<file path="src/rtl/pulse_sched_pkg.sv">
// Shared definitions for the pulse scheduler: state encoding and default sizing.
package pulse_sched_pkg;

    localparam int DEF_N_REQ = 4;
    localparam int DEF_CNT_W = 4;

    localparam logic [1:0] IDLE  = 2'd0;
    localparam logic [1:0] DELAY = 2'd1;
    localparam logic [1:0] PULSE = 2'd2;

    typedef enum logic [1:0] {
        ST_IDLE  = IDLE,
        ST_DELAY = DELAY,
        ST_PULSE = PULSE
    } state_e;

endpackage

</file>
<file path="src/rtl/pulse_sched_arbiter.sv">
// Combinational round-robin pick: first set request strictly above the pointer,
// falling back to the lowest set request when nothing above it is pending.
module rr_arbiter #(
    parameter int N_REQ = 4,
    parameter int IDX_W = $clog2(N_REQ)
) (
    input  logic [N_REQ-1:0] req,
    input  logic [IDX_W-1:0] ptr,
    output logic [N_REQ-1:0] win_oh,
    output logic [IDX_W-1:0] win_idx,
    output logic             win_valid
);

    logic [N_REQ-1:0] upper_mask;
    logic [N_REQ-1:0] upper_req;
    logic [N_REQ-1:0] pick_src;

    generate
        for (genvar gi = 0; gi < N_REQ; gi++) begin : g_mask
            assign upper_mask[gi] = (IDX_W'(gi) > ptr);
        end
    endgenerate

    assign upper_req = req & upper_mask;
    assign pick_src  = (|upper_req) ? upper_req : req;
    assign win_valid = |req;

    // Scan downward so the lowest set bit of pick_src is the last one written.
    always_comb begin
        win_idx = '0;
        for (int i = N_REQ - 1; i >= 0; i--) begin
            if (pick_src[i]) begin
                win_idx = IDX_W'(i);
            end
        end
    end

    always_comb begin
        win_oh = '0;
        if (win_valid) begin
            win_oh[win_idx] = 1'b1;
        end
    end

endmodule

</file>
<file path="src/rtl/pulse_sched.sv">
// Shares one delayed one-shot pulse generator among N_REQ requesters using
// round-robin arbitration; grant, done and dout are all registered.
module pulse_sched
    import pulse_sched_pkg::*;
#(
    parameter int N_REQ = DEF_N_REQ,
    parameter int CNT_W = DEF_CNT_W
) (
    input  logic             clk,
    input  logic             rst,
    input  logic [N_REQ-1:0] req,
    input  logic [CNT_W-1:0] delay,
    input  logic [CNT_W-1:0] width,
    output logic [N_REQ-1:0] gnt,
    output logic [N_REQ-1:0] done,
    output logic             busy,
    output logic             dout
);

    localparam int IDX_W = $clog2(N_REQ);

    state_e           state_reg, state_next;
    logic [CNT_W-1:0] cnt_reg, cnt_next;
    logic [CNT_W-1:0] delay_reg, delay_next;
    logic [CNT_W-1:0] width_reg, width_next;
    logic [IDX_W-1:0] owner_reg, owner_next;
    logic [IDX_W-1:0] ptr_reg, ptr_next;
    logic [N_REQ-1:0] gnt_reg, gnt_next;
    logic [N_REQ-1:0] done_reg, done_next;
    logic             dout_reg, dout_next;

    logic [N_REQ-1:0] arb_oh;
    logic [IDX_W-1:0] arb_idx;
    logic             arb_valid;

    rr_arbiter #(
        .N_REQ (N_REQ),
        .IDX_W (IDX_W)
    ) u_arb (
        .req       (req),
        .ptr       (ptr_reg),
        .win_oh    (arb_oh),
        .win_idx   (arb_idx),
        .win_valid (arb_valid)
    );

    always_ff @(posedge clk or posedge rst) begin
        if (rst) begin
            state_reg <= ST_IDLE;
            cnt_reg   <= '0;
            delay_reg <= '0;
            width_reg <= '0;
            owner_reg <= '0;
            ptr_reg   <= IDX_W'(N_REQ - 1);
            gnt_reg   <= '0;
            done_reg  <= '0;
            dout_reg  <= 1'b0;
        end else begin
            state_reg <= state_next;
            cnt_reg   <= cnt_next;
            delay_reg <= delay_next;
            width_reg <= width_next;
            owner_reg <= owner_next;
            ptr_reg   <= ptr_next;
            gnt_reg   <= gnt_next;
            done_reg  <= done_next;
            dout_reg  <= dout_next;
        end
    end

    always_comb begin
        state_next = state_reg;
        cnt_next   = cnt_reg;
        delay_next = delay_reg;
        width_next = width_reg;
        owner_next = owner_reg;
        ptr_next   = ptr_reg;
        gnt_next   = '0;
        done_next  = '0;
        dout_next  = dout_reg;

        case (state_reg)
            ST_IDLE: begin
                dout_next = 1'b0;
                if (arb_valid) begin
                    gnt_next   = arb_oh;
                    delay_next = delay;
                    width_next = (width == '0) ? CNT_W'(1) : width;
                    owner_next = arb_idx;
                    ptr_next   = arb_idx;
                    cnt_next   = '0;
                    // A zero delay starts the pulse in the same cycle as the grant.
                    if (delay == '0) begin
                        state_next = ST_PULSE;
                        dout_next  = 1'b1;
                    end else begin
                        state_next = ST_DELAY;
                    end
                end
            end

            ST_DELAY: begin
                if (cnt_reg == delay_reg - CNT_W'(1)) begin
                    cnt_next   = '0;
                    state_next = ST_PULSE;
                    dout_next  = 1'b1;
                end else begin
                    cnt_next = cnt_reg + CNT_W'(1);
                end
            end

            ST_PULSE: begin
                if (cnt_reg == width_reg - CNT_W'(1)) begin
                    cnt_next             = '0;
                    state_next           = ST_IDLE;
                    dout_next            = 1'b0;
                    done_next[owner_reg] = 1'b1;
                end else begin
                    cnt_next = cnt_reg + CNT_W'(1);
                end
            end

            default: begin
                state_next = ST_IDLE;
                cnt_next   = '0;
                dout_next  = 1'b0;
            end
        endcase
    end

    assign gnt  = gnt_reg;
    assign done = done_reg;
    assign dout = dout_reg;
    assign busy = (state_reg != ST_IDLE);

endmodule

</file>
<file path="config.mk">
export PLATFORM = sky130hd
export DESIGN_NAME = pulse_sched
export DESIGN_NICKNAME = d
export VERILOG_FILES = /design/src/rtl/pulse_sched_pkg.sv /design/src/rtl/pulse_sched_arbiter.sv /design/src/rtl/pulse_sched.sv
export SDC_FILE = /design/constraint.sdc
export NUM_CORES = 1
export LEC_CHECK = 0
export ABC_AREA = 0
export BUFFER_PORTS_ARGS = -buffer_cell sky130_fd_sc_hd__clkbuf_2
export CAP_MARGIN = 20
export CORE_ASPECT_RATIO = 1.5
export CORE_MARGIN = 1.5
export CORE_UTILIZATION = 42
export CTS_BUF_LIST = sky130_fd_sc_hd__clkbuf_8
export DETAILED_ROUTE_END_ITERATION = 10
export PLACE_DENSITY = 0.66
export SYNTH_ARGS = -nofsm -noshare
export SYNTH_HDL_FRONTEND = slang
export SYNTH_SLANG_ARGS = --single-unit
</file>
<file path="constraint.sdc">
create_clock -name clk -period 1.9 [get_ports clk]
set_clock_uncertainty 0.1 [all_clocks]
set_input_delay 0.19 -clock clk [delete_from_list [all_inputs] [get_ports clk]]
set_output_delay 0.19 -clock clk [all_outputs]
set_load 0.02 [all_outputs]
</file>
==> results_dict.tcl, run 1 <==
set metrics [dict create \
    grt_max_degree 28 \
    track_usage_pct 18.81 \
    status "finished, violations left" \
    dr_total_vias 1138 \
    comb_power_share_pct 55.5 \
    yosysUniqueCellTypes 37 \
    setup_ws_ns -0.1109 \
    syn_to_final_growth_pct 28.63 \
    leakagePower_nw 0.9185 \
    synth_seq_area_share_pct 48.05 \
    worstMarginPinSlew_ns 0.4563 \
    yosys_warnings 0 \
    rsz0062_at_grt "true" \
    avgViaCountPerCell 5.103 \
    cts_root_buf "clkbuf_8" \
    violations "setup timing" \
    p_int_mw 1.749 \
    yosys-top-cells-area "dfrtp_1 (44%), mux2_2 (5.6%), ha_1 (5.3%), nand2_1 (4.3%), dfstp_2 (3.7%)" \
    fin_cells 223 \
    die_w_um 50.33 \
    hold_class "in -> reg" \
    fp.dieH_um 74.00 \
    postRouteAntennaNets 0 \
    syn_nets 155 \
    num_antenna_cells 0 \
    multiInputGateArea_um2 713.2 \
    ys_ff_latch 27 \
    worst_hold_slack_ns 0.06657 \
    relSlewSlack_pct 69.30 \
    fillers 303 \
    critPathArrivalTime_ns 2.07 \
    p_total_mw 2.848 \
    drive_gt1_share_pct 37.70 \
    final-hold-violation-count 0 \
    wl_per_cell_um 13.61 \
    grt_pass1_wl_um 5271 \
    critPathKind "reg -> reg" \
    synth.avg_cell_area_um2 10.45 \
    synth_enable_flop_cells 0 \
    synthCells 135 \
    power.density_nw_per_um2 1568 \
    post-place-ws_ns -0.07322 \
    grt_pass1_vias 1208 \
    start_util_pct 44.24 \
    path_clk_slew_ns 0.09 \
    port_buffers 23 \
    numCtsBuffers 3 \
    die_area_um2 3724 \
    antenna_found_initial 0 \
    route.detailed.drc 0 \
    synth_top_area_share_pct 44.33 \
    seqPwrFrac_pct 33.5 \
    fin_nets 204 \
    overflow 0 \
    setup_viol 4 \
    clk_latency_ns 0.27 \
    cp-start-kind "flip-flop" \
    cts_buffer_depth 2 \
    p_switching_mw 1.099 \
    worstSetupEndpointType "flip-flop" \
    finalWirelength_um 3035 \
    path_cells "inv_2, ha_4, xor2_1, nand2_1, o31ai_4, a21boi_4, nand2_2, mux2_4" \
    num_rows 25 \
    cpPeakStageDelay_ns 0.38 \
    peakVddDrop_v 0.0008672 \
    cp_max_fo 3 \
    cts_tree "built" \
    required_ns 1.96 \
    period_share_pct 105.8 \
    clkSinkCount 27 \
    drv_cap 0 \
    final_area_um2 1815 \
    tns_ns -0.3265 \
    synthFlopType "dfrtp_1" \
    synth_area_um2 1411 \
    slew_violations 0 \
    p_clk_share_pct 11.0 \
    seqCellArea_um2 678.2 \
    cp_slowest_cell "dfrtp_1" \
    final.min_clock_period_ns 2.011 \
    utilization_pct 56.90 \
    core-area_um2 3191 \
    dp_cells 214 \
    ios 24 \
    place_hpwl_um 2441 \
    timing.fmax_ghz 0.4973 \
    first_pass_iters 4 \
    placed_cell_area_um2 1722 \
    htree_levels 1 \
    synthArstFlopShare_pct 100.0 \
    place_congestion 0.8633 \
    synth_top_area_cell "dfrtp_1" \
    switching_share_pct 38.59 \
    drt_iter0_markers 29 \
]
==> final cells by class <==
cell class	instances	area share, %
multi-input cells	98	39.28
flip-flops and latches	27	37.35
repair buffers	45	16.26
well taps	40	2.757
clock buffers	3	2.274
inverters	9	1.861
clock inverters	1	0.2068
==> cell usage after synthesis, types with 2 or more instances <==
library cell / instances
o211ai_1: 2
inv_1: 9
mux2_2: 7
nor3_1: 3
dfrtp_1: 25
nand2_1: 16
nand3b_1: 2
a21oi_1: 7
o21ai_0: 5
xor2_1: 6
ha_1: 6
a21o_1: 4
nor2_1: 9
nor2b_1: 2
dfstp_2: 2
xnor2_1: 6
nand3_1: 4
==> power by group through the flow <==
stage	Combinational (mW)	Clock [mW]	Sequential [mW]
after global placement	1.43	0	0.947
after global routing	1.73	0.345	0.988
after detailed placement	1.48	0	0.968
after floorplan	0.938	0	0.976
after CTS	1.55	0.320	0.957
final	1.58	0.312	0.954
==> worst max-delay path: cells and delay by family (launching register included) <==
kind | cells | cell delay (ns)
flip-flops | 1 | 0.38
AO/OA/AOI/OAI | 2 | 0.48
multiplexers | 1 | 0.29
buffers and inverters | 1 | 0.06
adder cells (fa/ha/maj) | 1 | 0.26
XOR/XNOR | 1 | 0.14
AND/OR/NAND/NOR | 2 | 0.21
==> cells in the final DEF (no fill, tap or decap), types with 2 or more instances in the layout <==
| cell type | synthesis | layout |
|---|---|---|
| dfrtp_1 | 25 | 25 |
| clkbuf_2 | 0 | 23 |
| buf_4 | 1 | 20 |
| nand2_1 | 16 | 16 |
| nor2_1 | 9 | 9 |
| inv_1 | 9 | 7 |
| a21oi_1 | 7 | 7 |
| mux2_2 | 7 | 7 |
| xor2_1 | 6 | 6 |
| xnor2_1 | 6 | 6 |
| o21ai_0 | 5 | 5 |
| ha_1 | 6 | 5 |
| nand3_1 | 4 | 4 |
| a21o_1 | 4 | 4 |
| inv_2 | 0 | 3 |
| nor3_1 | 3 | 3 |
| clkbuf_8 | 0 | 3 |
| o211ai_1 | 2 | 2 |
| nand3b_1 | 2 | 2 |
| nor2b_1 | 2 | 2 |
| dfstp_2 | 2 | 2 |
==> per-layer routing <==
metal | wire length, um | GRT usage (%) | vias up | share of wire [%]
li1 | - | - | 564 | -
met1 | 1216 | 20.61 | 543 | 40
met2 | 1654 | 35.53 | 25 | 54
met3 | 92 | 2.410 | 6 | 3.0
met4 | 72 | 9.009 | 0 | 2.4
met5 | 0 | 0 | - | 0
==> logic make-up (layout without fill, tap and decap cells) <==
family / count (synthesis) / in the layout / share of synthesized area, %
buf+inv: 10 / 58 / 2.926
mux: 8 / 8 / 6.649
xor+xnor: 12 / 12 / 7.447
flops: 27 / 27 / 48.05
fa+ha+maj: 6 / 6 / 5.319
compound gates: 23 / 23 / 11.70
simple gates: 49 / 49 / 17.91
==> worst paths after layout <==
| path | startpoint | end | slack [ns] | cells after the start |
|---|---|---|---|---|
| setup / recovery | width_reg[0] | state_reg[1] | -0.11 | 8 |
| hold / removal | delay[1] | delay_reg[1] | 0.07 | 2 |
| setup reg to reg | width_reg[0] | state_reg[1] | -0.11 | 8 |
| hold reg to reg | ptr_reg[1] | ptr_reg[1] | 0.40 | 2 |
| max in group asynchronous | rst | ptr_reg[1] | 1.00 | 4 |
| min in group asynchronous | rst | width_reg[2] | 0.39 | 4 |
==> timing repair <==
action | CTS | global route
hold endpoints to repair | 25 | 0
hold buffers | 1 | 0
resized for setup | 0 | 2
setup buffers | 4 | 0
pin swaps | 1 | 4
setup endpoints to repair | 4 | 7
No activity file was read; power rests on OpenSTA's default activity.
==> run 2: changes to the inputs <==
==> constraint.sdc (replaced) <==
create_clock -name clk -period 1.9 [get_ports clk]
set_clock_uncertainty 0.1 [all_clocks]
set_input_delay 0.38 -clock clk [delete_from_list [all_inputs] [get_ports clk]]
set_output_delay 0.38 -clock clk [all_outputs]
set_load 0.02 [all_outputs]
==> run 2 against run 1 <==
Net effect:
- the flow still finishes with violations (setup timing)
- first-iteration DRC count fell by 34%
- die area did not move
- worst hold slack got worse by 0.038 ns
- final cell count rose by 3.6%
- wire length rose by 3.3%
- clock power rose by 5%
- final area rose by 8.3%
- critical path type unchanged
- highest routed layer unchanged
==> results_dict.tcl, run 2 (synthesis results as in run 1) <==
set metrics [dict create \
    fp.dieH_um 74.00 \
    final_area_um2 1966 \
    setup.worst_path.start "width_reg[1]" \
    cts_tree "built" \
    wl_per_cell_um 13.58 \
    worstMarginPinSlew_ns 0.5679 \
    place_congestion 0.9593 \
    critPathArrivalTime_ns 2.08 \
    placed_cell_area_um2 1789 \
    dr_total_vias 1169 \
    r2r_end "cnt_reg[3]" \
    slew_violations 0 \
    setup_ws_ns -0.1042 \
    relSlewSlack_pct 61.79 \
    grt_pass1_vias 1181 \
    period_share_pct 105.5 \
    worstSetupEndpointType "flip-flop" \
    num_rows 25 \
    grt_pass1_wl_um 5257 \
    cp-start-kind "flip-flop" \
    rsz0062_at_grt "true" \
    first_pass_iters 4 \
    reg2reg_setup_slack_ns -0.10 \
    fin_nets 212 \
    endpoint "cnt_reg[3]" \
    start_util_pct 44.24 \
    leakagePower_nw 0.9842 \
    layout_commonest_cell "buf_4" \
    worst_hold_slack_ns 0.02887 \
    final-hold-violation-count 0 \
    postRouteAntennaNets 0 \
    core-area_um2 3191 \
    r2r_start "width_reg[1]" \
    finalWirelength_um 3136 \
    hold_class "in -> async" \
    timing.fmax_ghz 0.4990 \
    track_usage_pct 18.72 \
    layout_common_cells "buf_4 (27), dfrtp_1 (25), clkbuf_2 (23), nand2_1 (14), nor2_1 (8)" \
    path_clk_slew_ns 0.09 \
    final.min_clock_period_ns 2.004 \
    fillers 287 \
    drive_gt1_share_pct 47.12 \
    die_w_um 50.33 \
    status "finished, violations left" \
    clkSinkCount 27 \
    avgViaCountPerCell 5.061 \
    r2r_cells 9 \
    die_area_um2 3724 \
    grt_max_degree 28 \
    route.detailed.drc 0 \
    dp_cells 223 \
    fin_cells 231 \
    required_ns 1.97 \
    htree_levels 1 \
    cts_root_buf "clkbuf_8" \
    port_buffers 23 \
    setup_viol 4 \
    drt_iter0_markers 19 \
    place_hpwl_um 2366 \
    antenna_found_initial 0 \
    violations "setup timing" \
    power.density_nw_per_um2 1629 \
    drv_cap 0 \
    numCtsBuffers 3 \
    critPathKind "reg -> reg" \
    overflow 0 \
    clk_latency_ns 0.27 \
    num_antenna_cells 0 \
    cp_max_fo 4 \
    syn_to_final_growth_pct 39.27 \
    peakVddDrop_v 0.0008467 \
    ios 24 \
    cts_buffer_depth 2 \
]
==> run 2: final cells by class <==
class / instances / area (um^2) / area share [%]
inverter: 9 / 33.78 / 1.719
clock buffer: 3 / 41.29 / 2.101
clock inverter: 1 / 5.005 / 0.2546
tap: 40 / 50.05 / 2.546
multi-input combinational: 98 / 797.0 / 40.55
timing repair buffer: 53 / 360.3 / 18.33
sequential: 27 / 678.2 / 34.50
==> run 2: worst max-delay path: stages, from the launching register on <==
cell      delay, ns
dfrtp_1        0.39
inv_2          0.05
ha_4           0.17
xnor2_4        0.13
xnor2_2        0.17
o31ai_4        0.26
a21boi_4       0.25
buf_4          0.15
a21oi_1        0.05
a21o_2         0.19
==> run 2: repair_timing <==
item,CTS,global route
hold buffers,0,0
hold endpoints to repair,0,0
buffers inserted,6,3
endpoints found under the setup margin,10,11
gates resized for setup,6,12
pin swaps,1,4
cloned,0,0
==> run 2: power breakdown <==
group	switching, mW	internal [mW]	leakage (nW)
sequential	0.180	0.785	0.341
clock	0.180	0.147	0.0255
combinational	0.885	1.02	0.617
==> run 2: per-layer routing <==
metal | wire length [um] | vias up | track usage [%]
li1 | - | 576 | -
met2 | 1713 | 30 | 35.23
met1 | 1296 | 556 | 22.56
met5 | 0 | - | 0
met3 | 78 | 7 | 1.807
met4 | 48 | 0 | 5.405
==> run 2: worst min-delay path by stage <==
stage,from,endpoint,cells past startpoint
6_report,rst,width_reg[2],3
4_1_cts,rst,done[1],3
5_1_grt,rst,width_reg[2],3
3_3_place_gp,rst,done[0],3
2_1_floorplan,rst,cnt_reg[0],1
3_5_place_dp,rst,done[1],3
==> run 2: stage by stage <==
| step | setup TNS [ns] | utilization, % | worst slack (ns) | total power [mW] |
|---|---|---|---|---|
| floorplan | -0.07285 | - | -0.05854 | 1.913 |
| global placement | -0.2132 | 56.08 | -0.08128 | 2.468 |
| detailed placement | -0.6797 | 56.08 | -0.1149 | 2.538 |
| CTS | -0.5791 | 59.92 | -0.1166 | 3.060 |
| global route | -0.7568 | 61.61 | -0.1718 | 3.425 |
| finish | -0.3118 | 61.61 | -0.1042 | 3.202 |
